`config.mk`:
```
export PLATFORM = sky130hd
export DESIGN_NAME = afe_iq_port
export DESIGN_NICKNAME = d
export VERILOG_FILES = /design/src/rtl/afe_pkg.sv /design/src/rtl/afe_sat_counter.sv /design/src/rtl/afe_iq_port.sv
export SDC_FILE = /design/constraint.sdc
export NUM_CORES = 1
export LEC_CHECK = 0
export ABC_AREA = 0
export CORE_UTILIZATION = 55
export CTS_CLUSTER_SIZE = 14
export DETAILED_ROUTE_END_ITERATION = 8
export DONT_BUFFER_PORTS = 1
export PLACE_DENSITY_LB_ADDON = 0.1
export SETUP_SLACK_MARGIN = 0.1
export SLEW_MARGIN = 20
export SYNTH_ARGS = -nofsm -noshare
export SYNTH_HDL_FRONTEND = slang
export SYNTH_SLANG_ARGS = --single-unit
```
`constraint.sdc`:
```
create_clock -name sclk_2x -period 2.5 [get_ports sclk_2x]
set_clock_uncertainty 0.2 [all_clocks]
set_input_delay 0.125 -clock sclk_2x [delete_from_list [all_inputs] [get_ports sclk_2x]]
set_output_delay 0.125 -clock sclk_2x [all_outputs]
set_load 0.05 [all_outputs]
```
`src/rtl/afe_pkg.sv`:
```
// Shared constants and helpers for the AFE I/Q port.
package afe_pkg;

  // Converter phase encoding on rx_sel / tx_sel
  localparam logic SEL_I = 1'b1;
  localparam logic SEL_Q = 1'b0;

  // Channel-index width: at least one bit, even for a single channel
  function automatic int unsigned ch_width(input int unsigned n);
    return (n <= 1) ? 1 : $clog2(n);
  endfunction

endpackage

```
`src/rtl/afe_sat_counter.sv`:
```
// Saturating statistics counter with synchronous clear.
module afe_sat_counter #(
  parameter int unsigned WIDTH = 16
) (
  input  logic             clk,
  input  logic             reset,
  input  logic             inc,
  input  logic             clr,
  output logic [WIDTH-1:0] cnt
);

  logic [WIDTH-1:0] r_cnt;

  // Count up until all-ones; clear beats a same-cycle increment
  always_ff @(posedge clk) begin
    if (reset) begin
      r_cnt <= '0;
    end else if (clr) begin
      r_cnt <= '0;
    end else if (inc && !(&r_cnt)) begin
      r_cnt <= r_cnt + WIDTH'(1);
    end
  end

  assign cnt = r_cnt;

endmodule

```
`src/rtl/afe_iq_port.sv`:
```
// AFE converter data port: RX de-interleave to pair words, TX interleave
// from a show-ahead FIFO, digital loopback and error statistics.
module afe_iq_port
  import afe_pkg::*;
#(
  parameter  int unsigned SAMPLE_WIDTH = 12,
  parameter  int unsigned NUM_CH       = 1,
  parameter  int unsigned CNT_WIDTH    = 16,
  localparam int unsigned CH_W         = ch_width(NUM_CH)
) (
  input  logic                      sclk_2x,
  input  logic                      reset,
  input  logic                      enable,
  input  logic                      loopback,
  input  logic                      clr_stats,
  input  logic                      rx_sel,
  input  logic [SAMPLE_WIDTH-1:0]   rx_d,
  input  logic                      rx_fifo_full,
  output logic [2*SAMPLE_WIDTH-1:0] rx_fifo_data,
  output logic [CH_W-1:0]           rx_fifo_ch,
  output logic                      rx_fifo_wr,
  input  logic                      tx_fifo_empty,
  input  logic [2*SAMPLE_WIDTH-1:0] tx_fifo_data,
  output logic                      tx_fifo_rd,
  output logic                      tx_sel,
  output logic [SAMPLE_WIDTH-1:0]   tx_d,
  output logic [CNT_WIDTH-1:0]      rx_ovf_cnt,
  output logic [CNT_WIDTH-1:0]      tx_unf_cnt,
  output logic                      rx_align_err
);

  localparam int unsigned     SW      = SAMPLE_WIDTH;
  localparam logic [CH_W-1:0] CH_LAST = CH_W'(NUM_CH - 1);

  // TX state
  logic              r_phase;
  logic              r_hold_valid;
  logic [2*SW-1:0]   r_hold;

  // RX state
  logic              r_pend;
  logic [SW-1:0]     r_i;
  logic [CH_W-1:0]   r_ch;
  logic [2*SW-1:0]   r_rx_data;
  logic [CH_W-1:0]   r_rx_ch;
  logic              r_rx_wr;
  logic              r_align_err;

  logic              w_tx_en;
  logic              w_fetch;
  logic              w_tx_unf;
  logic              w_src_sel;
  logic [SW-1:0]     w_src_d;
  logic              w_pair_done;
  logic              w_rx_drop;
  logic              w_align_err;
  logic [CH_W-1:0]   w_ch_next;

  // TX outputs are gated so the converter sees zeros while held in reset or disabled
  always_comb begin
    w_tx_en    = enable & ~reset;
    w_fetch    = w_tx_en & (r_phase == SEL_Q);
    tx_sel     = w_tx_en ? r_phase : SEL_Q;
    tx_fifo_rd = w_fetch & ~tx_fifo_empty;
    w_tx_unf   = w_fetch & tx_fifo_empty;
    tx_d       = '0;
    if (w_tx_en && r_hold_valid) begin
      tx_d = (r_phase == SEL_I) ? r_hold[SW-1:0] : r_hold[2*SW-1:SW];
    end
  end

  // TX phase toggle and hold register load on fetch slots
  always_ff @(posedge sclk_2x) begin
    if (reset) begin
      r_phase      <= SEL_Q;
      r_hold_valid <= 1'b0;
      r_hold       <= '0;
    end else if (!enable) begin
      r_phase      <= SEL_Q;
      r_hold_valid <= 1'b0;
    end else begin
      r_phase <= ~r_phase;
      if (r_phase == SEL_Q) begin
        if (!tx_fifo_empty) begin
          r_hold       <= tx_fifo_data;
          r_hold_valid <= 1'b1;
        end else begin
          r_hold_valid <= 1'b0;
        end
      end
    end
  end

  // RX source select and pair/error decode
  always_comb begin
    w_src_sel   = loopback ? tx_sel : rx_sel;
    w_src_d     = loopback ? tx_d   : rx_d;
    w_pair_done = enable & (w_src_sel == SEL_Q) & r_pend;
    w_rx_drop   = w_pair_done & rx_fifo_full;
    w_align_err = enable & (((w_src_sel == SEL_Q) & ~r_pend) |
                            ((w_src_sel == SEL_I) &  r_pend));
    w_ch_next   = (r_ch == CH_LAST) ? '0 : r_ch + CH_W'(1);
  end

  // RX capture: I waits in r_i until its Q completes the pair
  always_ff @(posedge sclk_2x) begin
    if (reset) begin
      r_pend    <= 1'b0;
      r_i       <= '0;
      r_ch      <= '0;
      r_rx_data <= '0;
      r_rx_ch   <= '0;
      r_rx_wr   <= 1'b0;
    end else begin
      r_rx_wr <= 1'b0;
      if (!enable) begin
        r_pend <= 1'b0;
        r_ch   <= '0;
      end else if (w_src_sel == SEL_I) begin
        r_i    <= w_src_d;
        r_pend <= 1'b1;
      end else if (r_pend) begin
        r_pend    <= 1'b0;
        r_rx_data <= {w_src_d, r_i};
        r_rx_ch   <= r_ch;
        r_rx_wr   <= ~rx_fifo_full;
        r_ch      <= w_ch_next;
      end
    end
  end

  // Sticky alignment error, cleared with the statistics
  always_ff @(posedge sclk_2x) begin
    if (reset) begin
      r_align_err <= 1'b0;
    end else if (clr_stats) begin
      r_align_err <= 1'b0;
    end else if (w_align_err) begin
      r_align_err <= 1'b1;
    end
  end

  afe_sat_counter #(.WIDTH(CNT_WIDTH)) u_ovf_cnt (
    .clk   (sclk_2x),
    .reset (reset),
    .inc   (w_rx_drop),
    .clr   (clr_stats),
    .cnt   (rx_ovf_cnt)
  );

  afe_sat_counter #(.WIDTH(CNT_WIDTH)) u_unf_cnt (
    .clk   (sclk_2x),
    .reset (reset),
    .inc   (w_tx_unf),
    .clr   (clr_stats),
    .cnt   (tx_unf_cnt)
  );

  assign rx_fifo_data = r_rx_data;
  assign rx_fifo_ch   = r_rx_ch;
  assign rx_fifo_wr   = r_rx_wr;
  assign rx_align_err = r_align_err;

endmodule

```
Yosys cells after proc, flatten, opt, wreduce, memory -nomap -nowiden
Cells that the tools add are included.
{"block": "totals", "regBits": 99, "latchBits": 0, "ram_bits": 0, "mem_bits_ro": 0, "inputBits": 44, "output_inout_bits": 73, "word_cells": 55, "n_memories": 0}
{"block": "classes", "add_sub_neg": 3, "n_mul": 0, "n_div": 0, "magnitude_cmp": 0, "eq_ne": 0, "shift": 0, "muxes": 8, "bitwise_logic": 18, "n_reduce_logical": 14}
{"operator": "$mux W12", "count": 3}
{"operator": "$add A16 B1 Y16 const B", "count": 2}
{"operator": "$reduce_and A16 Y1", "count": 2}
{"operator": "$and A1 B1 Y1", "count": 10}
{"operator": "$not A1 Y1", "count": 7}
{"operator": "$reduce_and A3 Y1", "count": 2}
{"operator": "$mux W1", "count": 5}
{"operator": "$reduce_and A2 Y1", "count": 2}
{"operator": "$reduce_or A2 Y1", "count": 2}
{"operator": "$reduce_or A4 Y1", "count": 1}
{"operator": "$logic_and A1 B1 Y1", "count": 3}
{"operator": "$logic_not A1 Y1", "count": 2}
{"operator": "$add A1 B1 Y1 const B", "count": 1}
{"operator": "$or A1 B1 Y1", "count": 1}

Logic depth before layout (Yosys ltp)
Gate-level depths: netlist (run 1).
{"block": "logic_depth", "depth_word": 9, "mapped_depth": 7}

By module
A second synthesis (run 1) with hierarchy kept.
{"block": "unflattened", "hier_cells": 559, "area_unflattened_um2": 4715.8}
{"mod": "afe_iq_port", "instances": 1, "cells_per_inst": 339, "area_each_um2": 2866.5}
{"mod": "afe_sat_counter", "instances": 2, "cells_per_inst": 110, "area_each_um2": 924.6}

Least setup slack after synthesis (run 1)
Ideal clock, no wire load.
{"block": "synth_path", "path_kind": "flip-flop to flip-flop", "startpoint": "reg u_unf_cnt.r_cnt[4], in the netlist u_unf_cnt.cnt[4]", "endpoint": "reg u_unf_cnt.r_cnt[13], in the netlist u_unf_cnt.cnt[13]", "setup_time_ps": 70, "arrival_ps": 2153, "setup_slack_ps": 77, "stages_incl_launch_ff": 6, "n_path_buf": 1, "path_cell_list": "dfxtp_1 nand4_1 or4_1 clkbuf_1 or4_1 a21oi_1"}
{"block": "synth_via", "elab_chain_cells": 3, "elab_cells_between_ends": 4, "cone_classes": "add/sub: 1; reduce/logical: 3"}
{"element": "start: declaration", "line_no": "afe_sat_counter.sv:12", "text": "logic [WIDTH-1:0] r_cnt;"}
{"element": "start signal: assignment", "line_no": "afe_sat_counter.sv:21", "text": "r_cnt <= r_cnt + WIDTH'(1);"}
{"element": "parallel branches: the longest is 3 deep, another holds $add A16 B1 Y16"}
Several ways; the timed one is not identified.
A chain may end at the register's enable or synchronous reset.

Worst setup path in the final report (run 1)
{"block": "layout_path", "startpoint": "reg r_phase", "endpoint": "reg r_hold[15]"}
{"block": "layout_via", "elab_chain_cells": 2}
{"element": "start: declaration", "line_no": "afe_iq_port.sv:36", "text": "logic r_phase;"}
{"element": "start signal: assignment", "line_no": "afe_iq_port.sv:82", "text": "r_phase <= ~r_phase;"}
{"element": "$not A1 Y1 (no line)"}
{"element": "$reduce_and A3 Y1 (no line)"}
{"element": "end signal: assignment", "line_no": "afe_iq_port.sv:85", "text": "r_hold <= tx_fifo_data;"}
{"element": "end: declaration", "line_no": "afe_iq_port.sv:38", "text": "logic [2*SW-1:0] r_hold;"}
Every way passes these cells.

==> results of run 1 <==
## layer usage
layer / wire, µm / vias up / global-route usage [%] / part of all wire, %
met1: 5120 / 1998 / 37.6 / 41
met3: 760 / 48 / 7.02 / 6.1
li1: - / 2043 / - / -
met2: 5990 / 164 / 51.9 / 48
met4: 618 / 0 / 19.1 / 4.9
met5: 0 / - / 0 / 0
## final cells by class
cell class / count / share of cell area [%]
clock inverters: 7 / 1.47
repair buffers: 122 / 19.8
flip-flops and latches: 97 / 35.1
multi-input cells: 372 / 38.8
well taps: 99 / 2.23
inverters: 6 / 0.406
clock buffers: 9 / 2.23
## how the worst min path moves through the flow
stage                     slack [ns]  cells past startpoint                        endpoint       startpoint
after floorplan                 0.06                      2          r_hold[0]$_SDFFE_PP0P_  tx_fifo_data[0]
after global placement          0.01                      1          r_hold[0]$_SDFFE_PP0P_            reset
after detailed placement        0.02                      1         r_hold[19]$_SDFFE_PP0P_            reset
after CTS                       0.01                      3  u_unf_cnt.cnt[15]$_SDFFE_PP0P_            reset
after global routing            0.05                      3  u_unf_cnt.cnt[15]$_SDFFE_PP0P_            reset
final                           0.03                      3  u_unf_cnt.cnt[15]$_SDFFE_PP0P_            reset
## cells by family (layout without fill, tap and decap cells)
| kind of cell | Yosys count | count (layout) | share of synthesized area (%) |
|---|---|---|---|
| mux | 30 | 30 | 7.07 |
| fa+ha+maj | 3 | 3 | 0.884 |
| other cells | 1 | 1 | 0.0883 |
| compound gates | 118 | 118 | 17.1 |
| buf+inv | 40 | 144 | 3.71 |
| flops | 97 | 97 | 45.7 |
| simple gates | 220 | 220 | 25.4 |
## worst max-delay path: cells and delay by family, from the launching register on
kind	cells	cell delay [ns]
buf+inv	3	1.06
flops	1	0.36
compound gates	1	0.26
simple gates	2	0.28
## metrics by stage
stage	setup WS [ns]	power [mW]
2_1_floorplan	0.103	1.79
3_3_place_gp	0.472	1.81
3_5_place_dp	0.457	1.81
4_1_cts	0.178	2.95
5_1_grt	0.222	3.08
6_report	0.257	2.96
## power by group
group	leakage, nW	total [mW]	internal [mW]	switching [mW]
clock	0.107	1.07	0.481	0.591
sequential	0.788	1.62	1.58	0.0431
combinational	1.01	0.267	0.126	0.141
total	1.91	2.96	2.19	0.775
## layout by cell type, fill, tap and decap left out, types with 4 or more instances in the layout
cell / n
buf_4: 56
or4_1: 17
a21oi_1: 59
o21a_1: 4
nand4_1: 11
or3_1: 9
o21ai_0: 6
dfxtp_1: 94
inv_1: 6
mux2i_1: 30
dlygate4sd3_1: 65
a211oi_1: 24
nor3_1: 4
nor4_1: 8
o31ai_1: 15
and3_1: 5
nor2_1: 44
nand3_1: 14
nand2_1: 88
clkbuf_8: 9
## sequential cells by signal, summed over array words and instances (netlist names)
signal and cells:
u_unf_cnt.cnt 16, r_hold_valid 1, r_pend 1, rx_fifo_data 24, r_i 12, u_ovf_cnt.cnt 16, rx_fifo_wr 1, rx_align_err 1
r_phase 1, r_hold 24
## timing repair
item | 4_1_cts | 5_1_grt
hold endpoints to repair | 76 | 0
hold buffers | 66 | 0
setup endpoints to repair | 0 | 1
resized for setup | 0 | 1
==> flow_summary.yaml, run 1 <==
status:
  outcome: "completed"
logic_synthesis:
  synth.most_common_cell: "dfxtp_1"
  synth.area.top_cells: "dfxtp_1, nand2_1, mux2i_1"
  synth_cells: 509
  yosysTopAreaCell: "dfxtp_1"
  synth_top_cell_area_share_pct: 45.7
  ys_seq_elements: 97
  synth_nets: 556
  ys.flop_type: "dfxtp_1"
  syn_area_mm2: 0.00425
  yosys_warnings: 0
  synth_edf_count: 0
  yosysUniqueCellTypes: 40
  async_reset_ff_share_pct: 0
  synthTopCellsByCount: "dfxtp_1, nand2_1, a21oi_1"
  avgSynthCellArea_um2: 8.34
  ys_seq_area_share_pct: 45.7
cells_and_area:
  fin_area_mm2: 0.00555
  final_cells: 712
  area_delta_synth_final_pct: 30.7
  fillerInstances: 536
  n_antenna_cell: 0
  fin_util_pct: 75.3
  regArea_mm2: 0.00195
  drive_above_1_share_pct: 13.4
  multiInputGateArea_mm2: 0.00215
  layout.nets: 655
floorplan:
  ios: 117
  die_x_um: 89.9
  start_util_pct: 57.6
  dieHeight_um: 89.9
  num_rows: 31
  core_area_mm2: 0.00737
  dieArea_mm2: 0.00807
timing:
  rsz0062_at_grt: "no"
  hold_viol: 0
  clock.fmax_ghz: 0.446
  relSlewSlack_pct: 46.4
  worst_pin_slew_ns: 0.801
  setup_tns_ns: 0
  final_max_slew_viol_count: 0
  finalCritPeriodShare_pct: 89.7
  setup_viol: 0
  min_period_ns: 2.24
  hold_slack_ns: 0.0306
placement:
  finalWeightedCongestion: 0.824
  dpl_cell_area_mm2: 0.00466
  port-buffer-count: 0
  dpl.cell_count: 630
  dp.final_hpwl_mm: 7.26
detailed_routing:
  drt-wirelength-per-cell_um: 17.5
  drt_iter0_markers: 188
  drcViolationCount: 0
  drtPass1Iterations: 5
  ant_nets: 0
  viasPerCell: 5.97
  vias: 4253
  drt_wl_total_mm: 12.5
grt:
  grt_usage_pct: 31.5
  grt_max_degree: 68
  grt_pass1_wl_mm: 20.5
  grt_overflow: 0
  antenna_found_initial: 0
  grt_pass1_vias: 4214
clock_tree:
  clock_latency_ns: 0.37
  clk_path_buf_depth: 2
  numCtsBuffers: 9
  root_buffer: "clkbuf_8"
  post_cts_buffers: 0
  h-tree-depth: 3
  clock_sinks: 97
  clkTransAtPathRegs_ns: 0.10
  cts_tree: "built"
worst_setup_path:
  critPathLaunch: "r_phase$_SDFF_PP0_"
  start_kind: "register"
  slowest_delay_ns: 0.56
  cp-endpoint: "r_hold[15]$_SDFFE_PP0P_"
  reg2regPathDepth: 6
  slowest_stage: "dlygate4sd3_1"
  path_common_cell: "buf_4"
  required_ns: 2.57
  path_max_fanout: 24
  rr_endpoint: "r_hold[15]$_SDFFE_PP0P_"
  cp.arrival_ns: 2.31
  crit_chain: "buf_4 -> nor3b_2 -> buf_4 -> nand2_1 -> dlygate4sd3_1 -> a21oi_1"
  end_kind: "register"
  regToRegStartpoint: "r_phase$_SDFF_PP0_"
  worstSetupPathType: "register to register"
  reg2reg_slack_ns: 0.26
pwr:
  power_density_mw_per_mm2: 534
  vdd_drop_max_mv: 0.309
  p_leak_nw: 1.91
flow_run:
  drv_cap: 0
worst_hold_path:
  min_path_type: "primary input to register"
(Power assumes the default switching activity.)
==> run 2: changes to the inputs <==
PLACE_DENSITY = 0.7   (was not set)
PLACE_DENSITY_LB_ADDON = not set   (was 0.1)
SLEW_MARGIN = 10   (was 20)
==> flow_summary.yaml, run 2 (synthesis gave the netlist of run 1 again) <==
status:
  outcome: "completed"
grt:
  grt_usage_pct: 32.6
  grt_overflow: 0
  grt_pass1_vias: 4268
  antenna_found_initial: 0
  grt_max_degree: 68
  grt_pass1_wl_mm: 21.2
detailed_routing:
  drtPass1Iterations: 5
  viasPerCell: 6.00
  route.met3.wl_um: 828
  drcViolationCount: 0
  ant_nets: 0
  vias: 4365
  drt_wl_total_mm: 13.1
  wl_met2_mm: 6.64
  wl_met1_mm: 5.10
  drt_iter0_markers: 259
  drt-wirelength-per-cell_um: 18.0
  routed.top_layer: "met4"
timing:
  hold_viol: 0
  min_period_ns: 2.31
  finalCritPeriodShare_pct: 92.4
  setup_tns_ns: 0
  rsz0062_at_grt: "no"
  final_max_slew_viol_count: 0
  finalWorstSetupSlack_ns: 0.189
  relSlewSlack_pct: 60.6
  worst_pin_slew_ns: 0.586
  clock.fmax_ghz: 0.433
  setup_viol: 0
clock_tree:
  cts_tree: "built"
  root_buffer: "clkbuf_8"
  clkTransAtPathRegs_ns: 0.10
  h-tree-depth: 3
  numCtsBuffers: 9
  clock_latency_ns: 0.36
  clock_sinks: 97
  clk_path_buf_depth: 2
flow_run:
  drv_cap: 0
floorplan:
  start_util_pct: 57.6
  num_rows: 31
  die_x_um: 89.9
  dieArea_mm2: 0.00807
  dieHeight_um: 89.9
  ios: 117
  core_area_mm2: 0.00737
pwr:
  clkPwrFrac_pct: 33.8
  p_leak_nw: 1.94
  p_comb_share_pct: 9.8
  swShare_pct: 27.0
  vdd_drop_max_mv: 0.453
  internal_power_mw: 2.10
  p_seq_share_pct: 56.4
  p_sw_mw: 0.777
  power_density_mw_per_mm2: 507
worst_setup_path:
  cp.arrival_ns: 2.35
  end_kind: "register"
  required_ns: 2.54
  worstSetupPathType: "register to register"
  reg2regPathDepth: 6
  path_max_fanout: 18
  start_kind: "register"
cells_and_area:
  final_cell_mix: "dfxtp_1, nand2_1, dlygate4sd3_1"
  mostFrequentLayoutCell: "dfxtp_1"
  layout.nets: 670
  n_antenna_cell: 0
  area_delta_synth_final_pct: 33.7
  drive_above_1_share_pct: 13.1
worst_hold_path:
  min_path_type: "primary input to register"
  whs_path_depth: 3
placement:
  dp.final_hpwl_mm: 7.26
  place_worst_setup_slack_ns: 0.412
  port-buffer-count: 0
  finalWeightedCongestion: 0.846
run 2: per-stage QoR:
| step | hold WS (ns) | std cells | area [µm²] | util [%] | power (mW) |
|---|---|---|---|---|---|
| 6_report | 0.0348 | 727 | 5680 | 77.0 | 2.88 |
| 3_3_place_gp | 0.0102 | 630 | 4660 | 63.3 | 1.80 |
| 4_1_cts | 0.0180 | 726 | 5670 | 76.9 | 2.86 |
| 5_1_grt | 0.0504 | 727 | 5680 | 77.0 | 2.98 |
| 2_1_floorplan | 0.0610 | 509 | 4250 | - | 1.79 |
| 3_5_place_dp | 0.0105 | 630 | 4660 | 63.3 | 1.81 |
run 2: path summary, 6_finish.rpt:
path	startpoint	endpoint	slack (ns)
max	r_phase$_SDFF_PP0_	rx_fifo_data[22]$_SDFFE_PP0P_	0.19
min	reset	u_unf_cnt.cnt[15]$_SDFFE_PP0P_	0.03
max reg2reg	r_phase$_SDFF_PP0_	rx_fifo_data[22]$_SDFFE_PP0P_	0.19
min reg2reg	r_i[10]$_SDFFE_PP0P_	rx_fifo_data[10]$_SDFFE_PP0P_	0.26
run 2: metal layers:
metal	global-route usage [%]	up-vias
met1	37.0	2032
met5	0	-
met2	57.8	195
li1	-	2084
met4	15.6	0
met3	7.61	54
run 2: worst max-delay path, cell delays in order (launching register included):
cell and delay (ns):
dfxtp_1 0.43, buf_6 0.25, mux2i_1 0.21, nor2_1 0.09, mux2i_1 0.27, dlygate4sd3_1 0.64
a211oi_1 0.08
run 2: what timing repair did:
item,CTS,global route
setup buffers,0,1
setup endpoints to repair,0,9
hold buffers,80,0
resized for setup,0,1
endpoints found under the hold margin,76,0
run 2: power groups by stage:
stage	Sequential [mW]	Combinational, mW	Clock [mW]
2_1_floorplan	1.65	0.141	0
3_3_place_gp	1.65	0.149	0
3_5_place_dp	1.66	0.152	0
4_1_cts	1.62	0.263	0.980
5_1_grt	1.63	0.301	1.05
6_report	1.62	0.282	0.974
run 2: cell type report:
cell class	count	area, µm²
Timing Repair Buffer	137	1250
Fill cell	506	1690
Multi-Input combinational cell	372	2150
Inverter	6	22.5
Clock buffer	9	124
Sequential cell	97	1950
Tap cell	99	124
Clock inverter	7	61.3
